### src/rtl/spi_slave_frontend_if.sv
// Bus bundle between the SPI slave front end and its neighbours: serial pins toward the master,
// command/readback handshake toward the memory array.
interface spi_slave_frontend_if #(
   parameter int ADDR_SIZE = 8
);
   logic                   SS_n;
   logic                   MOSI;
   logic                   MISO;
   logic [ADDR_SIZE+1:0]   rx_data;
   logic                   rx_valid;
   logic [ADDR_SIZE-1:0]   tx_data;
   logic                   tx_valid;

   modport slave (
      input  SS_n, MOSI, tx_data, tx_valid,
      output MISO, rx_data, rx_valid
   );

   modport master (
      output SS_n, MOSI, tx_data, tx_valid,
      input  MISO, rx_data, rx_valid
   );
endinterface

### src/rtl/spi_slave_frontend.sv
// SPI slave front end: deserialises MOSI into command words for the memory array and
// serialises the memory's read byte back out on MISO.
module spi_slave_frontend #(
   parameter int ADDR_SIZE = 8
) (
   input  logic                  clk,
   input  logic                  rst,
   spi_slave_frontend_if.slave   bus
);
   localparam int W   = ADDR_SIZE + 2;
   localparam int CW  = $clog2(ADDR_SIZE + 3);
   localparam int TXW = $clog2(ADDR_SIZE + 1);

   localparam logic [CW-1:0]  CNT_FULL = CW'(W);
   localparam logic [CW-1:0]  CNT_LAST = CW'(W - 1);
   localparam logic [TXW-1:0] TX_LAST  = TXW'(ADDR_SIZE);

   localparam logic [2:0] IDLE      = 3'd0;
   localparam logic [2:0] CHK_CMD   = 3'd1;
   localparam logic [2:0] WRITE     = 3'd2;
   localparam logic [2:0] READ_ADD  = 3'd3;
   localparam logic [2:0] READ_DATA = 3'd4;

   logic [2:0]           state_q,        state_d;
   logic [CW-1:0]        cnt_q,          cnt_d;
   logic [W-2:0]         rx_shift_q,     rx_shift_d;
   logic [W-1:0]         rx_data_q,      rx_data_d;
   logic                 rx_valid_q,     rx_valid_d;
   logic                 miso_q,         miso_d;
   logic                 rd_addr_seen_q, rd_addr_seen_d;
   logic [ADDR_SIZE-1:0] tx_shift_q,     tx_shift_d;
   logic [TXW-1:0]       tx_cnt_q,       tx_cnt_d;
   logic                 tx_busy_q,      tx_busy_d;
   logic                 tx_done_q,      tx_done_d;

   always_comb begin
      state_d        = state_q;
      cnt_d          = cnt_q;
      rx_shift_d     = rx_shift_q;
      rx_data_d      = rx_data_q;
      rx_valid_d     = 1'b0;
      miso_d         = 1'b0;
      rd_addr_seen_d = rd_addr_seen_q;
      tx_shift_d     = tx_shift_q;
      tx_cnt_d       = tx_cnt_q;
      tx_busy_d      = tx_busy_q;
      tx_done_d      = tx_done_q;

      // Deselect aborts any frame; a partial word or byte leaves rd_addr_seen untouched.
      if (state_q != IDLE && bus.SS_n) begin
         state_d   = IDLE;
         cnt_d     = '0;
         tx_cnt_d  = '0;
         tx_busy_d = 1'b0;
         tx_done_d = 1'b0;
      end else begin
         case (state_q)
            IDLE: begin
               cnt_d     = '0;
               tx_cnt_d  = '0;
               tx_busy_d = 1'b0;
               tx_done_d = 1'b0;
               if (!bus.SS_n) state_d = CHK_CMD;
            end
            CHK_CMD: begin
               rx_shift_d = {{(W-2){1'b0}}, bus.MOSI};
               cnt_d      = CW'(1);
               if (!bus.MOSI)          state_d = WRITE;
               else if (rd_addr_seen_q) state_d = READ_DATA;
               else                    state_d = READ_ADD;
            end
            WRITE, READ_ADD, READ_DATA: begin
               if (cnt_q != CNT_FULL) begin
                  rx_shift_d = {rx_shift_q[W-3:0], bus.MOSI};
                  cnt_d      = cnt_q + CW'(1);
                  if (cnt_q == CNT_LAST) begin
                     rx_data_d  = {rx_shift_q, bus.MOSI};
                     rx_valid_d = 1'b1;
                     if (state_q == READ_ADD) rd_addr_seen_d = 1'b1;
                  end
               end else if (state_q == READ_DATA) begin
                  // Readback: one wait window for tx_valid, then a single byte, MSB first.
                  if (tx_busy_q) begin
                     if (tx_cnt_q == TX_LAST) begin
                        tx_busy_d      = 1'b0;
                        tx_done_d      = 1'b1;
                        rd_addr_seen_d = 1'b0;
                     end else begin
                        miso_d     = tx_shift_q[ADDR_SIZE-1];
                        tx_shift_d = {tx_shift_q[ADDR_SIZE-2:0], 1'b0};
                        tx_cnt_d   = tx_cnt_q + TXW'(1);
                     end
                  end else if (!tx_done_q && bus.tx_valid) begin
                     miso_d     = bus.tx_data[ADDR_SIZE-1];
                     tx_shift_d = {bus.tx_data[ADDR_SIZE-2:0], 1'b0};
                     tx_cnt_d   = TXW'(1);
                     tx_busy_d  = 1'b1;
                  end
               end
            end
            default: state_d = IDLE;
         endcase
      end
   end

   always_ff @(posedge clk) begin
      if (rst) begin
         state_q        <= IDLE;
         cnt_q          <= '0;
         rx_shift_q     <= '0;
         rx_data_q      <= '0;
         rx_valid_q     <= 1'b0;
         miso_q         <= 1'b0;
         rd_addr_seen_q <= 1'b0;
         tx_shift_q     <= '0;
         tx_cnt_q       <= '0;
         tx_busy_q      <= 1'b0;
         tx_done_q      <= 1'b0;
      end else begin
         state_q        <= state_d;
         cnt_q          <= cnt_d;
         rx_shift_q     <= rx_shift_d;
         rx_data_q      <= rx_data_d;
         rx_valid_q     <= rx_valid_d;
         miso_q         <= miso_d;
         rd_addr_seen_q <= rd_addr_seen_d;
         tx_shift_q     <= tx_shift_d;
         tx_cnt_q       <= tx_cnt_d;
         tx_busy_q      <= tx_busy_d;
         tx_done_q      <= tx_done_d;
      end
   end

   assign bus.MISO     = miso_q;
   assign bus.rx_data  = rx_data_q;
   assign bus.rx_valid = rx_valid_q;
endmodule

### src/flat_wrapper.sv
// flat-port wrapper written by rule: the top's interface ports become plain ports
module spi_slave_frontend_flat 
#(
   parameter int ADDR_SIZE = 8
)
  (clk, rst, bus_SS_n, bus_MOSI, bus_tx_data, bus_tx_valid, bus_MISO, bus_rx_data, bus_rx_valid);
  spi_slave_frontend_if #(.ADDR_SIZE(ADDR_SIZE)) bus_i ();
  input  logic clk;
  input  logic rst;
  input wire logic [$bits(bus_i.SS_n)-1:0] bus_SS_n;
  input wire logic [$bits(bus_i.MOSI)-1:0] bus_MOSI;
  input wire logic [$bits(bus_i.tx_data)-1:0] bus_tx_data;
  input wire logic [$bits(bus_i.tx_valid)-1:0] bus_tx_valid;
  output wire logic [$bits(bus_i.MISO)-1:0] bus_MISO;
  output wire logic [$bits(bus_i.rx_data)-1:0] bus_rx_data;
  output wire logic [$bits(bus_i.rx_valid)-1:0] bus_rx_valid;
  assign bus_i.SS_n = bus_SS_n;
  assign bus_i.MOSI = bus_MOSI;
  assign bus_i.tx_data = bus_tx_data;
  assign bus_i.tx_valid = bus_tx_valid;
  assign bus_MISO = bus_i.MISO;
  assign bus_rx_data = bus_i.rx_data;
  assign bus_rx_valid = bus_i.rx_valid;
  spi_slave_frontend #(.ADDR_SIZE(ADDR_SIZE)) u_core (.clk(clk), .rst(rst), .bus(bus_i));
endmodule
### config.mk
export PLATFORM = sky130hd
export DESIGN_NAME = spi_slave_frontend_flat
export DESIGN_NICKNAME = d
export VERILOG_FILES = /design/src/rtl/spi_slave_frontend_if.sv /design/src/rtl/spi_slave_frontend.sv /design/src/flat_wrapper.sv
export SDC_FILE = /design/constraint.sdc
export NUM_CORES = 1
export LEC_CHECK = 0
export ABC_AREA = 1
export BUFFER_PORTS_ARGS = -buffer_cell sky130_fd_sc_hd__buf_4
export CAP_MARGIN = 20
export CORE_MARGIN = 1.5
export CORE_UTILIZATION = 45
export DETAILED_ROUTE_END_ITERATION = 10
export MAX_ROUTING_LAYER = met4
export PLACE_DENSITY_LB_ADDON = 0.2
export RECOVER_POWER = 100
export SLEW_MARGIN = 20
export SYNTH_ARGS = -nofsm -noshare
export SYNTH_HDL_FRONTEND = slang
export SYNTH_SLANG_ARGS = --single-unit
### constraint.sdc
create_clock -name clk -period 3 [get_ports clk]
set_clock_uncertainty 0.2 [all_clocks]
set_input_delay 0.3 -clock clk [delete_from_list [all_inputs] [get_ports clk]]
set_output_delay 0.3 -clock clk [all_outputs]
set_load 0.03 [all_outputs]
; ---- Yosys cells after proc, flatten, opt, wreduce, memory -nomap -nowiden
; Index checks and enable logic that the tools add are counted.
[totals]
register_bits = 43
out_inout_bits = 12
word_cells = 98
[classes]
addsub = 2
n_eq_ne = 18
n_mux = 38
n_bitwise = 4
reduce_logical = 25
[ops]
columns = operator, count
row1 = 4-bit two-way mux, 6
row2 = 8-bit two-way mux, 3
row3 = 1-bit two-way mux, 19
row4 = 9-bit case mux with 2 select lines, 1
row5 = 4-bit case mux with 3 select lines, 1
row6 = 2-bit nonzero test, 6
row7 = "2-bit != test, second input constant", 5
row8 = 5-bit AND reduction, 2
row9 = 3-bit two-way mux, 3
row10 = 9-bit two-way mux, 1
row11 = 3-bit case mux with 3 select lines, 1
row12 = "4-bit by 1-bit adder with 4-bit output, second input constant", 2
row13 = "4-bit equality test, second input constant", 2
row14 = "2-bit by 1-bit != test with 1-bit output, second input constant", 4
row15 = 4-bit case mux with 2 select lines, 1
row16 = 7-bit AND reduction, 1
row17 = "3-bit by 2-bit equality test with 1-bit output, second input constant", 2
row18 = 3-bit AND reduction, 2
row19 = 6-bit AND reduction, 1
row20 = 3-bit nonzero test, 2
row21 = 5-bit OR reduction, 1
row22 = "4-bit != test, second input constant", 1
row23 = 1-bit inverter, 4
row24 = 1-bit case mux with 2 select lines, 2
row25 = 12 further kinds, 14

; ---- Depth between registers and ports, before layout
[logic_depth]
depth_word = 7
mapped_depth = 11

; ---- Worst setup path after synthesis
; No wires, ideal clock.
[synth_path]
path_type = reg2reg
from = register u_core.cnt_q[0]
to = register u_core.tx_shift_q[5]
arrival_time_ns = 1.378
required_ns = 2.687
slack_ns = 1.309
path_stages_with_launch = 11
path_buffers = 1
period_less_slack_ns = 1.691
path_cell_list = dfxtp_1 inv_1 ha_1 nand3_4 inv_2 nand2_2 nor3_4 buf_6 nand2_1 nand2_1 nor2_1
[synth_between]
elab_chain_cells = 3
[synth_lines]
columns = element, line
row1 = start: declaration, spi_slave_frontend.sv:25  ; logic [CW-1:0] cnt_q, cnt_d;
row2 = start signal: assignment, spi_slave_frontend.sv:121  ; cnt_q <= cnt_d;
row3 = 4-bit != test, spi_slave_frontend.sv:73  ; if (cnt_q != CNT_FULL) begin
row4 = 1-bit inverter (no line), n/a
row5 = 6-bit AND reduction (no line), n/a
row6 = end signal: assignment, spi_slave_frontend.sv:127  ; tx_shift_q <= tx_shift_d;
row7 = end: declaration, spi_slave_frontend.sv:31  ; logic [ADDR_SIZE-1:0] tx_shift_q, tx_shift_d;
; No other way between the ends.
; A chain may end at the register's enable or synchronous reset.

; ---- Worst setup path in the final report
; Same ends and word-level chain as after synthesis.

==> results.toml <==
[run_status]
status = "complete, no violations"

[yosys]
async_flop_share_pct = 0
synth_top_area_share_pct = 42.0
syn_area_um2 = 2000
yosys_register_bits = 42
synth_top_area_cell = "dfxtp_1"
synthTopCellsByArea = "dfxtp_1 (42%), nand2_1 (11%), nor2_1 (9.2%)"
synth_nets = 294
synth_most_common_cell = "nand2_1"
synth-main-ff-cell = "dfxtp_1"
synthTopCellsByCount = "nand2_1 (58), nor2_1 (49), dfxtp_1 (42)"
avgSynthCellArea_um2 = 7.25
yosys_warnings = 0
synth-seq-area-share_pct = 42.0
syn_inst = 276
synth_edf_count = 0
post_synth_num_cell_types = 29

[clock_network]
root_buffer = "clkbuf_8"
clk_latency_ns = 0.29
clkSlewWorstSetupHoldPaths_ns = 0.08
cts_buffers = 5
cts_buffer_depth = 2
holdBufCountCts = 0
cts_resized = 0
cts_num_sinks = 42
tritoncts = "built"
postCtsSetupBuffers = 0
h-tree-depth = 2

[timing]
finalCriticalPeriod_ns = 2.23
finalCritPeriodShare_pct = 74.3
fin_ws_ns = 0.771
setup_viol = 0
slew_headroom_pct = 49.4
tightest_slew_ns = 0.755
hold_viol_final = 0
timing.fmax_mhz = 449
setup-tns-final_ns = 0
drv_slew = 0
rsz0062_at_grt = "no"
hold_ws_ns = 0.0562

[floorplan]
dieArea_um2 = 4850
rows = 24
initial_core_util_pct = 46.3
pin_count = 25
die_y_um = 69.7
fp.coreArea_um2 = 4320
dieWidth_um = 69.7

[critical_path]
cp_common_cell = "nand2_1"
path_cells = "inv_1, ha_1, nand3_1, inv_1, nand2_1, nor3_2, nand2_1, nand2_1, nor2_1"
worst_path_largest_cell_delay_ns = 0.63
cp_data_required_time_ns = 2.99
cp_max_fo = 14
criticalPathCategory = "reg -> reg"
arrival_ns = 2.22
cp-end-kind = "flip-flop"
critical_path.slowest_cell = "nor3_2"
start_kind = "flip-flop"

[drt]
firstDrtPassIters = 4
ant_nets = 0
drt_iter0_drc = 146
wl_mm = 4.02
vias = 1746
via_per_inst = 4.92
route.detailed.drc = 0
wl_per_cell_um = 11.3

[flow_run]
maxCapViolCount = 0

[cells_and_area]
diodes = 0
areaGrowthSynthToFinish_pct = 12.2
nNetsFinal = 320
multi_input_area_um2 = 973
fin_util_pct = 51.9
drive_gt1_share_pct = 11.6
fillers = 447
layout.cells.non_filler = 355
seq_area_um2 = 841

[placed_design]
dp.cells = 347
post-place-ws_ns = 1.08
finalWeightedCongestion = 0.815
dp_hpwl_mm = 2.82
io_buffers = 24

[global_route]
grt_overflow = 0
antenna_found_initial = 0
track_usage_pct = 18.6
grt_first_pass_wirelength_mm = 7.31
grt_pass1_vias = 1664
grt_max_degree = 19

[worst_hold_path]
min_path_type = "in -> reg"

[pwr]
p_leak_nw = 0.922
ir_drop_v = 0.000316
power.density_nw_per_um2 = 562
worst paths after layout:
check	from	end	slack, ns	depth (start not counted)
max	u_core.cnt_q[0]	u_core.tx_shift_q[5]	0.77	9
min	rst	u_core.rx_shift_q[5]	0.06	2
max reg2reg	u_core.cnt_q[0]	u_core.tx_shift_q[5]	0.77	9
min reg2reg	u_core.rx_shift_q[8]	u_core.rx_shift_q[8]	0.27	2
metrics by stage:
step           power [mW]  area, um2
3_5_place_dp        0.837       2220
6_report             1.26       2240
4_1_cts              1.28       2330
2_1_floorplan       0.777       2000
5_1_grt              1.32       2240
3_3_place_gp        0.842       2220
registers in the layout, indices dropped and copies added (netlist names):
name / cells
u_core.tx_busy_q: 1
u_core.bus.rx_valid: 1
u_core.bus.rx_data: 10
u_core.tx_cnt_q: 4
u_core.rx_shift_q: 9
u_core.rd_addr_seen_q: 1
u_core.tx_shift_q: 7
u_core.tx_done_q: 1
u_core.cnt_q: 4
u_core.state_q: 3
u_core.bus.MISO: 1
critical path, delay by kind of cell, from the launching register on:
kind	cells	cell delay (ns)
flip-flops	1	0.35
adder cells (fa/ha/maj)	1	0.18
AND/OR/NAND/NOR	6	1.18
buffers and inverters	2	0.23
placed cells by master, fill, tap and decap left out:
cell / n
dfxtp_1: 42
clkbuf_1: 13
bufinv_16: 1
mux2i_1: 6
o211ai_1: 1
nor3_2: 1
nor3_1: 1
nor2_2: 3
clkinvlp_4: 1
a21oi_1: 23
nand4_1: 3
nand2_1: 62
nand2_2: 3
buf_4: 15
nor2_1: 50
inv_2: 2
a21oi_2: 1
nand3_1: 23
a211oi_1: 1
o21ai_1: 1
o21ai_0: 12
inv_1: 23
xnor2_1: 1
nor2_4: 1
nand2_4: 1
o21ai_2: 1
clkinv_1: 1
clkbuf_8: 5
ha_1: 5
layout make-up:
| class | instances | share of cell area, % |
|---|---|---|
| clock buffer | 6 | 3.23 |
| clock inverter | 2 | 1.67 |
| inverter | 26 | 4.35 |
| multi-input combinational | 200 | 43.4 |
| sequential | 42 | 37.5 |
| tap | 52 | 2.90 |
| timing repair buffer | 27 | 7.02 |
metal layers:
metal | part of all wire, % | vias up | global-route usage, %
met4 | 1.1 | 0 | 6.41
li1 | - | 928 | -
met3 | 3.6 | 5 | 3.63
met2 | 44 | 32 | 29.9
met5 | 0 | - | -
met1 | 51 | 781 | 23.7
cell families (layout without fill, tap and decap cells):
group / after synthesis / in the layout / share of synthesized area [%]
xor gates and xnor gates: 1 / 1 / 0.438
AOI/OAI and AO/OA: 40 / 40 / 10.6
buffers and inverters: 34 / 61 / 7.50
DFF: 42 / 42 / 42.0
muxes: 6 / 6 / 3.00
and+or+nand+nor: 148 / 148 / 33.3
adders and majority gates: 5 / 5 / 3.13
power breakdown:
group          switching (mW)  internal, mW
sequential             0.0172         0.572
clock                   0.197         0.248
combinational           0.158        0.0687
Power figures use the tool's default switching activity.
